==> src/rtl/enc_rr_arbiter_pkg.sv <==
// enc_arb_pkg: shared constants, FSM state type and rotating-priority pick for enc_rr_arbiter
package enc_arb_pkg;
  localparam int N = 16;
  localparam int IDXW = 4;
  localparam int HCW = 8;
  localparam int DW = 2 * N;
  typedef enum logic {IDLE, GRANT} state_t;
  function automatic logic [N-1:0] rr_pick(input logic [N-1:0] r, input logic [IDXW-1:0] p);
    logic [DW-1:0] d, f;
    d = {r, r} & ~((DW'(1) << p) - DW'(1));
    f = d & (~d + DW'(1));
    return f[N-1:0] | f[DW-1:N];
  endfunction
endpackage

==> src/rtl/enc_rr_arbiter_encoder.sv <==
// enc_rr_arbiter_encoder: 16->4 one-hot to binary encoder (onehot in, idx out)
module enc_rr_arbiter_encoder
  import enc_arb_pkg::*;
(
  input  logic [N-1:0]    onehot,
  input  logic            unused_tie,
  output logic [IDXW-1:0] idx
);
  logic tie_sink;
  assign tie_sink = unused_tie;
  always_comb begin
    idx = '0;
    for (int i = 0; i < N; i++) idx = idx | (onehot[i] ? IDXW'(i) : '0);
  end
endmodule

==> src/rtl/enc_rr_arbiter.sv <==
// enc_rr_arbiter: 16-way round-robin arbiter (req/done in; gnt, gnt_idx, gnt_valid, timeout out)
module enc_rr_arbiter
  import enc_arb_pkg::*;
#(
  parameter int MAX_HOLD = 8
) (
  input  logic            clk,
  input  logic            rst,
  input  logic [N-1:0]    req,
  input  logic            done,
  output logic [N-1:0]    gnt,
  output logic [IDXW-1:0] gnt_idx,
  output logic            gnt_valid,
  output logic            timeout
);
  state_t state, state_n;
  logic [IDXW-1:0] ptr, ptr_n, idx_n, enc_idx;
  logic [HCW-1:0] hold_cnt, hold_n;
  logic [N-1:0] pick, gnt_n;
  logic lim, rel, arb, win, to_n;
  enc_rr_arbiter_encoder u_enc (.onehot(pick), .unused_tie(1'b0), .idx(enc_idx));
  always_comb begin
    lim = hold_cnt == HCW'(MAX_HOLD - 1);
    rel = (state == GRANT) && (done || !req[gnt_idx] || lim);
    arb = (state == IDLE) || rel;
    pick = rr_pick(req, ptr);
    win = arb && (|pick);
    state_n = win ? GRANT : (arb ? IDLE : state);
    gnt_n = win ? pick : (arb ? '0 : gnt);
    idx_n = win ? enc_idx : gnt_idx;
    ptr_n = win ? enc_idx + IDXW'(1) : ptr;
    hold_n = arb ? '0 : hold_cnt + HCW'(1);
    to_n = rel && !done && req[gnt_idx];
  end
  always_ff @(posedge clk) begin
    if (rst) begin
      state <= IDLE;
      ptr <= '0;
      hold_cnt <= '0;
      gnt <= '0;
      gnt_idx <= '0;
      timeout <= 1'b0;
    end else begin
      state <= state_n;
      ptr <= ptr_n;
      hold_cnt <= hold_n;
      gnt <= gnt_n;
      gnt_idx <= idx_n;
      timeout <= to_n;
    end
  end
  assign gnt_valid = state == GRANT;
endmodule
==> config.mk <==
export PLATFORM = sky130hd
export DESIGN_NAME = enc_rr_arbiter
export DESIGN_NICKNAME = d
export VERILOG_FILES = /design/src/rtl/enc_rr_arbiter_pkg.sv /design/src/rtl/enc_rr_arbiter_encoder.sv /design/src/rtl/enc_rr_arbiter.sv
export SDC_FILE = /design/constraint.sdc
export NUM_CORES = 1
export LEC_CHECK = 0
export CORE_AREA = 10 10 68 127
export CTS_CLUSTER_DIAMETER = 120
export DETAILED_ROUTE_END_ITERATION = 7
export DIE_AREA = 0 0 78 137
export HOLD_SLACK_MARGIN = 0.02
export MAX_ROUTING_LAYER = met4
export PLACE_DENSITY_LB_ADDON = 0.2
export SYNTH_ARGS = -nofsm -noshare
export SYNTH_HDL_FRONTEND = slang
export SYNTH_SLANG_ARGS = --single-unit
==> constraint.sdc <==
create_clock -name clk -period 4 [get_ports clk]
set_clock_uncertainty 0.1 [all_clocks]
set_input_delay 0.8 -clock clk [delete_from_list [all_inputs] [get_ports clk]]
set_output_delay 0.8 -clock clk [all_outputs]
set_load 0.02 [all_outputs]
==> summary.md, run 1 <==
| Metric | Value |
|---|---|
| Die footprint | `0.0107 mm²` |
| Setup WS post-layout | `0.141 ns` |
| Core area | `0.00657 mm²` |
| Status | `complete, no violations` |
| Max Cap Viol | `0` |
| Post-synth EDFFs | `0` |
| Worst EP arrival | `3.93 ns` |
| Area share of xor/xnor cells in the synthesized design | `2.73%` |
| Total clock sinks | `34` |
| Flops & latches, synth | `34` |
| Final Critical Period | `3.86 ns` |
| Drt pass-1 iters | `4` |
| CTS tree | `done` |
| Post-Syn Nets | `356` |
| Yosys warning count | `0` |
| Crit. End Element | `flip-flop` |
| Final wirelength | `10600 µm` |
| Initial core utilization | `39.0%` |
| First-pass GRT wire length | `16200 µm` |
| Nets | `469` |
| # hold bufs at CTS | `0` |
| Number of global-route vias before repair | `3173` |
| Initial antenna violation count | `0` |
| Synth Area in Simple Gates | `34.1%` |
| Power Dens Cells | `637 mW/mm²` |
| Overall power | `2500 µW` |
| # IOs | `41` |
| Setup Crit Path Kind | `in -> reg` |
| GRT Util Overall | `20.1%` |
| Root Driver | `clkbuf_16` |
| Met1 Use GR | `15.9%` |
| Static Leak | `0.00156 µW` |
| Grt ovf | `0` |
| Placed Area | `0.00362 mm²` |
| Worst EP required | `4.07 ns` |
| Setup-failing EPs final | `0` |
| Main synth FF type | `dfxtp_1` |
| CTS buffer count | `5` |
| Met2 Use GR | `38.3%` |
| WL/cell | `19.8 µm` |
| Grt met3 use | `2.89%` |
| Largest family of logic cells by synthesized area | `simple AND/OR/NAND/NOR gates` |
| Distinct cell type count after synthesis | `67` |
| FFs w/ async S/R, synth | `0%` |
| Synth Instances | `333` |
| Via density | `5.76` |
| Clock latency on the worst-skew pair | `0.28 ns` |
| Post-route DRC | `0` |
| Clock buffer depth | `2` |
| Via count | `3079` |
| Crit Path Max Fanout | `4` |
| Fin. max-slew vios | `0` |
| DR iter-0 viols | `220` |
| Std-Cell Rows | `42` |
| Final Cycle Share | `96.5%` |
| # diodes | `0` |
| Die Ht | `137 µm` |
| Largest net degree at the start of global routing | `24` |
| Worst Hold Class | `reg -> reg` |
| Ratio of cells with drive above 1 in the final layout | `29.5%` |
| HPWL Detailed | `8620 µm` |
| Area Growth Syn to Fin | `52.7%` |
| IO buf count | `40` |
| Worst VDD drop | `277 µV` |
| Setup crit start kind | `primary input` |
| Mux cell area share after synthesis | `6.34%` |
| Die W | `78 µm` |
| Detail Route Antenna Nets | `0` |
| Post-place setup slack | `-0.337 ns` |
| RSZ-0062 raised after global routing | `no` |
| Max frequency | `259 MHz` |
| Synthesized area | `0.00256 mm²` |
| Clock Pin Slew Worst Setup and Hold Paths | `0.05 ns` |
| Max H-tree Level | `2` |
| Design area | `0.00392 mm²` |
| Slew HR | `63.2%` |
| Syn_area_per_cell | `7.70 µm²` |
| Seq/Total Area, Yosys | `26.5%` |
| Routability congestion estimate | `1.02` |
| Final hold vios | `0` |
| Compound-Gate Fraction of Synth Area | `23.0%` |
| Grt peak-use layer | `met2` |
| Worst Max-Slew Pin Slew | `0.552 ns` |
| Adder-cell share of the synthesized area | `1.95%` |
==> path summary, 6_finish.rpt <==
path,start,end,slack [ns],cells past startpoint
setup / recovery,req[0],ptr[3]$_SDFFE_PP0N_,0.14,13
hold / removal,hold_cnt[0]$_SDFF_PP0_,hold_cnt[0]$_SDFF_PP0_,0.35,1
setup reg to reg,ptr[1]$_SDFFE_PP0N_,ptr[2]$_SDFFE_PP0N_,0.15,16
hold reg to reg,hold_cnt[0]$_SDFF_PP0_,hold_cnt[0]$_SDFF_PP0_,0.35,1
==> what timing repair did <==
item                       CTS  global route
resized for setup            2            20
pin swaps                    0             3
setup endpoints to repair   10            11
setup buffers                0             2
hold endpoints to repair     0             0
==> synthesized netlist by cell type (all sizes together) (2+ instances only) <==
cell	instances	area share (%)
nor4	8	2.0
dfxtp	34	27
and4	2	0.68
o31ai	2	0.59
or3	3	0.73
nor3	10	2.1
a21boi	2	0.59
clkbuf	9	1.3
nor2b	3	0.73
a211oi	6	1.8
mux4	5	4.4
a32oi	3	1.0
and3	3	0.73
or4b	2	0.93
or3b	2	0.68
nand4	7	1.7
nor4b	2	0.68
xnor2	3	1.0
nand3	17	3.3
o21ai	18	3.5
and2	2	0.49
o211ai	4	2.2
o2111ai	2	0.68
inv	11	1.6
nor2	36	5.3
xor2	5	1.7
or4	3	0.88
or2	4	0.98
and4bb	2	0.98
mux2i	5	2.0
nand3b	2	0.59
buf	10	2.4
a21oi	22	4.4
o41ai	3	1.0
nand2b	8	2.3
ha	4	2.0
a31oi	3	0.73
nor3b	2	0.78
a31o	2	0.68
nand2	45	6.6
==> final cells by class <==
cell class	instances	area [µm²]
Sequential cell	34	682
Multi-Input combinational cell	269	1860
Timing Repair Buffer	125	1050
Tap cell	88	110
Clock buffer	8	166
Fill cell	614	2650
Inverter	11	41.3
==> report_power, final <==
part / internal [µW] / switching, µW
clock network: 281 / 133
registers: 393 / 49.8
logic: 808 / 831
==> routing by layer <==
metal	share of wire [%]	up-vias
li1	-	1457
met1	33	1449
met2	55	122
met3	3.2	51
met4	8.7	0
met5	0	-
==> placed cells by master, fill, tap and decap left out, drive strengths merged, types with 10 or more instances in the layout <==
master / n
o21ai: 18
nor3: 10
clkdlybuf4s50: 40
nor2: 36
nand3: 17
nand2: 45
inv: 11
buf: 85
dfxtp: 34
a21oi: 22
==> worst max-delay path, stage by stage <==
cell,delay (ns)
clkdlybuf4s50_1,0.52
a32oi_1,0.38
nand2b_4,0.08
buf_4,0.15
nor3_1,0.38
nand3_2,0.20
buf_4,0.20
o31ai_2,0.30
a21oi_1,0.14
and4_1,0.24
nor4_1,0.33
buf_4,0.17
nor2_1,0.03
==> cell families (layout without fill, tap and decap cells) <==
group	after synthesis	after routing
AND/OR/NAND/NOR	165	165
AO/OA/AOI/OAI	82	82
multiplexers	10	10
adder cells (fa/ha/maj)	4	4
flip-flops	34	34
XOR/XNOR	8	8
buffers and inverters	30	144
==> flip-flops by register name, summed over array words and instances, names as in the netlist <==
name       cells
hold_cnt       8
ptr            4
gnt_valid      1
timeout        1
gnt           16
gnt_idx        4
==> through the flow <==
| stage | setup TNS (ns) | cells | hold slack, ns | util [%] |
|---|---|---|---|---|
| finish | 0 | 535 | 0.347 | 59.6 |
| global route | 0 | 535 | 0.371 | 59.6 |
| CTS | 0 | 533 | 0.351 | 57.8 |
| detailed placement | -2.36 | 525 | 0.344 | 55.0 |
| global placement | -2.83 | 525 | 0.323 | 55.0 |
| floorplan | 0 | 333 | 0.313 | - |
Power figures use the tool's default switching activity.
==> run 2, diff against run 1 <==
CORE_AREA = 2 2 60 119   (was 10 10 68 127)
DIE_AREA = 0 0 62 121   (was 0 0 78 137)
RECOVER_POWER = 100   (was unset)
==> summary.md, run 2 (same netlist as run 1, synthesis figures left out) <==
| Metric | Value |
|---|---|
| Status | `complete, no violations (unchanged)` |
| Post-place setup slack | `-0.115 ns (was -0.337 ns)` |
| Clock Pin Slew Worst Setup and Hold Paths | `0.05 ns (about the same)` |
| HPWL Detailed | `8350 µm (was 8620 µm)` |
| Die Ht | `121 µm (was 137 µm)` |
| Nets | `464 (was 469)` |
| # hold bufs at CTS | `0 (unchanged)` |
| Worst Hold Class | `reg -> reg (unchanged)` |
| Reg2reg end | `ptr[1]$_SDFFE_PP0N_ (was ptr[2]$_SDFFE_PP0N_)` |
| Setup TNS | `0 ns (unchanged)` |
| Crit Path Max Fanout | `8 (was 4)` |
| Placed instance count | `520 (was 525)` |
| WL/cell | `18.8 µm (was 19.8 µm)` |
| Max reg flops | `16 (unchanged)` |
| Clock buffer depth | `2 (unchanged)` |
| Initial core utilization | `39.0% (unchanged)` |
| Largest registers | `gnt: 16 flops, hold_cnt: 8 flops (unchanged)` |
| Die footprint | `0.00750 mm² (was 0.0107 mm²)` |
| Worst Max-Slew Pin Slew | `0.637 ns (was 0.552 ns)` |
| RSZ-0062 raised after global routing | `no (unchanged)` |
| Total clock sinks | `34 (unchanged)` |
| R2R depth | `16 (unchanged)` |
| CTS tree | `done (unchanged)` |
| Detail Route Antenna Nets | `0 (unchanged)` |
| Drt pass-1 iters | `4 (unchanged)` |
| Die W | `62 µm (was 78 µm)` |
| Setup Crit Path Kind | `reg -> reg (was in -> reg)` |
| Max Cap Viol | `0 (unchanged)` |
| # IOs | `41 (unchanged)` |
| Placed Area | `0.00359 mm² (was 0.00362 mm²)` |
| Worst VDD drop | `338 µV (was 277 µV)` |
| CP startpoint | `ptr[3]$_SDFFE_PP0N_ (was req[0])` |
| Std-Cell Rows | `42 (unchanged)` |
| Final Critical Period | `3.83 ns (was 3.86 ns)` |
| Ratio of cells with drive above 1 in the final layout | `26.5% (was 29.5%)` |
| Static Leak | `0.00157 µW (was 0.00156 µW)` |
| Max H-tree Level | `2 (unchanged)` |
| Via count | `3047 (was 3079)` |
| Overall power | `2430 µW (was 2500 µW)` |
| Slew HR | `57.5% (was 63.2%)` |
| GRT Util Overall | `29.1% (was 20.1%)` |
| Layout Cells excl Fill | `530 (was 535)` |
| IO buf count | `40 (unchanged)` |
| Worst EP required | `4.06 ns (was 4.07 ns)` |
| Initial antenna violation count | `0 (unchanged)` |
| Via density | `5.75 (was 5.76)` |
| Worst EP arrival | `3.89 ns (was 3.93 ns)` |
| Power Dens Cells | `634 mW/mm² (was 637 mW/mm²)` |
| Fin. max-slew vios | `0 (unchanged)` |
| Max frequency | `261 MHz (was 259 MHz)` |
| FF-to-FF setup slack | `0.17 ns (was 0.15 ns)` |
| Setup-failing EPs final | `0 (unchanged)` |
| Critical Path End | `ptr[1]$_SDFFE_PP0N_ (was ptr[3]$_SDFFE_PP0N_)` |
| Design area | `0.00383 mm² (was 0.00392 mm²)` |
| Final wirelength | `9950 µm (was 10600 µm)` |
| # diodes | `0 (unchanged)` |
| Clock latency on the worst-skew pair | `0.28 ns (about the same)` |
| Core area | `0.00657 mm² (unchanged)` |
| Root Driver | `clkbuf_16 (unchanged)` |
| Commonest cells after routing, fill and taps aside | `buf_4 (73), nand2_1 (45), nor2_1 (35) (was buf_4 (83), nand2_1 (45), clkdlybuf4s50_1 (40))` |
| Reg-to-Reg Start | `ptr[3]$_SDFFE_PP0N_ (was ptr[1]$_SDFFE_PP0N_)` |
| Area Growth Syn to Fin | `49.5% (was 52.7%)` |
| Routability congestion estimate | `0.991 (was 1.02)` |
| Final hold vios | `0 (unchanged)` |
| First-pass GRT wire length | `15400 µm (was 16200 µm)` |
| Final Cycle Share | `95.7% (was 96.5%)` |
| CTS buffer count | `5 (unchanged)` |
| Number of global-route vias before repair | `3137 (was 3173)` |
| Grt ovf | `0 (unchanged)` |
| Most common cell after layout, fill and taps aside | `buf_4 (unchanged)` |
| Crit. End Element | `flip-flop (unchanged)` |
| Largest net degree at the start of global routing | `24 (unchanged)` |
| Setup WS post-layout | `0.174 ns (was 0.141 ns)` |
| DR iter-0 viols | `223 (was 220)` |
| Post-route DRC | `0 (unchanged)` |
| Most flop-heavy register | `gnt (unchanged)` |
| Setup crit start kind | `flip-flop (was primary input)` |
## run 2: cell count changes in the layout (fill, tap and decap cells not counted), sizes merged
cell,change
buf,-9
dlygate4sd3,+23
clkinv,+2
bufinv,+1
clkdlybuf4s50,-23
clkbuf,+1
## run 2: how the worst min path moves through the flow
stage	cells past startpoint	start	to	slack, ns
floorplan	1	hold_cnt[0]$_SDFF_PP0_	hold_cnt[0]$_SDFF_PP0_	0.31
global placement	1	hold_cnt[0]$_SDFF_PP0_	hold_cnt[0]$_SDFF_PP0_	0.33
detailed placement	1	hold_cnt[0]$_SDFF_PP0_	hold_cnt[0]$_SDFF_PP0_	0.34
CTS	1	hold_cnt[0]$_SDFF_PP0_	hold_cnt[0]$_SDFF_PP0_	0.35
global route	2	gnt[15]$_SDFFE_PP0P_	gnt[15]$_SDFFE_PP0P_	0.37
finish	2	gnt[15]$_SDFFE_PP0P_	gnt[15]$_SDFFE_PP0P_	0.34
## run 2: timing repair
| item | CTS | global route |
|---|---|---|
| buffers inserted | 0 | 2 |
| setup endpoints to repair | 7 | 9 |
| resized for setup | 2 | 13 |
| cloned | 0 | 0 |
## run 2: final cells by class
class                           count  area, µm²
Fill cell                         642       2740
Sequential cell                    34        681
Clock inverter                      3       40.0
Tap cell                           88        110
Inverter                           11       41.3
Timing Repair Buffer              120       1020
Clock buffer                        5        125
Multi-Input combinational cell    269       1810
## run 2: worst max-delay path: stages, from the launching register on
cell and delay [ns]:
dfxtp_1 0.38, nor2_1 0.10, nand3b_1 0.14, ha_4 0.21, buf_4 0.16, or4b_4 0.49, buf_4 0.19, o31a_1 0.10
or4_1 0.50, a211o_1 0.34, nand2b_2 0.08, and3b_4 0.21, and4bb_2 0.24, inv_1 0.05, ha_1 0.21, mux2i_1 0.15
nor2_1 0.06
## run 2: where the power goes
part           switching (µW)  internal [µW]
Clock                     138            291
Sequential               43.7            392
Combinational             812            754
## run 2: metrics by stage
| stage | util (%) | hold slack [ns] |
|---|---|---|
| after floorplan | - | 0.313 |
| after global placement | 54.7 | 0.332 |
| after detailed placement | 54.7 | 0.337 |
| after CTS | 57.3 | 0.346 |
| after global routing | 58.4 | 0.368 |
| final | 58.4 | 0.345 |
## run 2: routing by layer
layer | wire, µm | track usage (%) | share of wire, % | vias to the layer above
met5 | 0 | - | 0 | -
met4 | 895 | 24.2 | 9.0 | 0
met3 | 237 | 2.56 | 2.4 | 49
met2 | 5600 | 51.6 | 56 | 102
met1 | 3210 | 25.2 | 32 | 1449
li1 | - | - | - | 1447
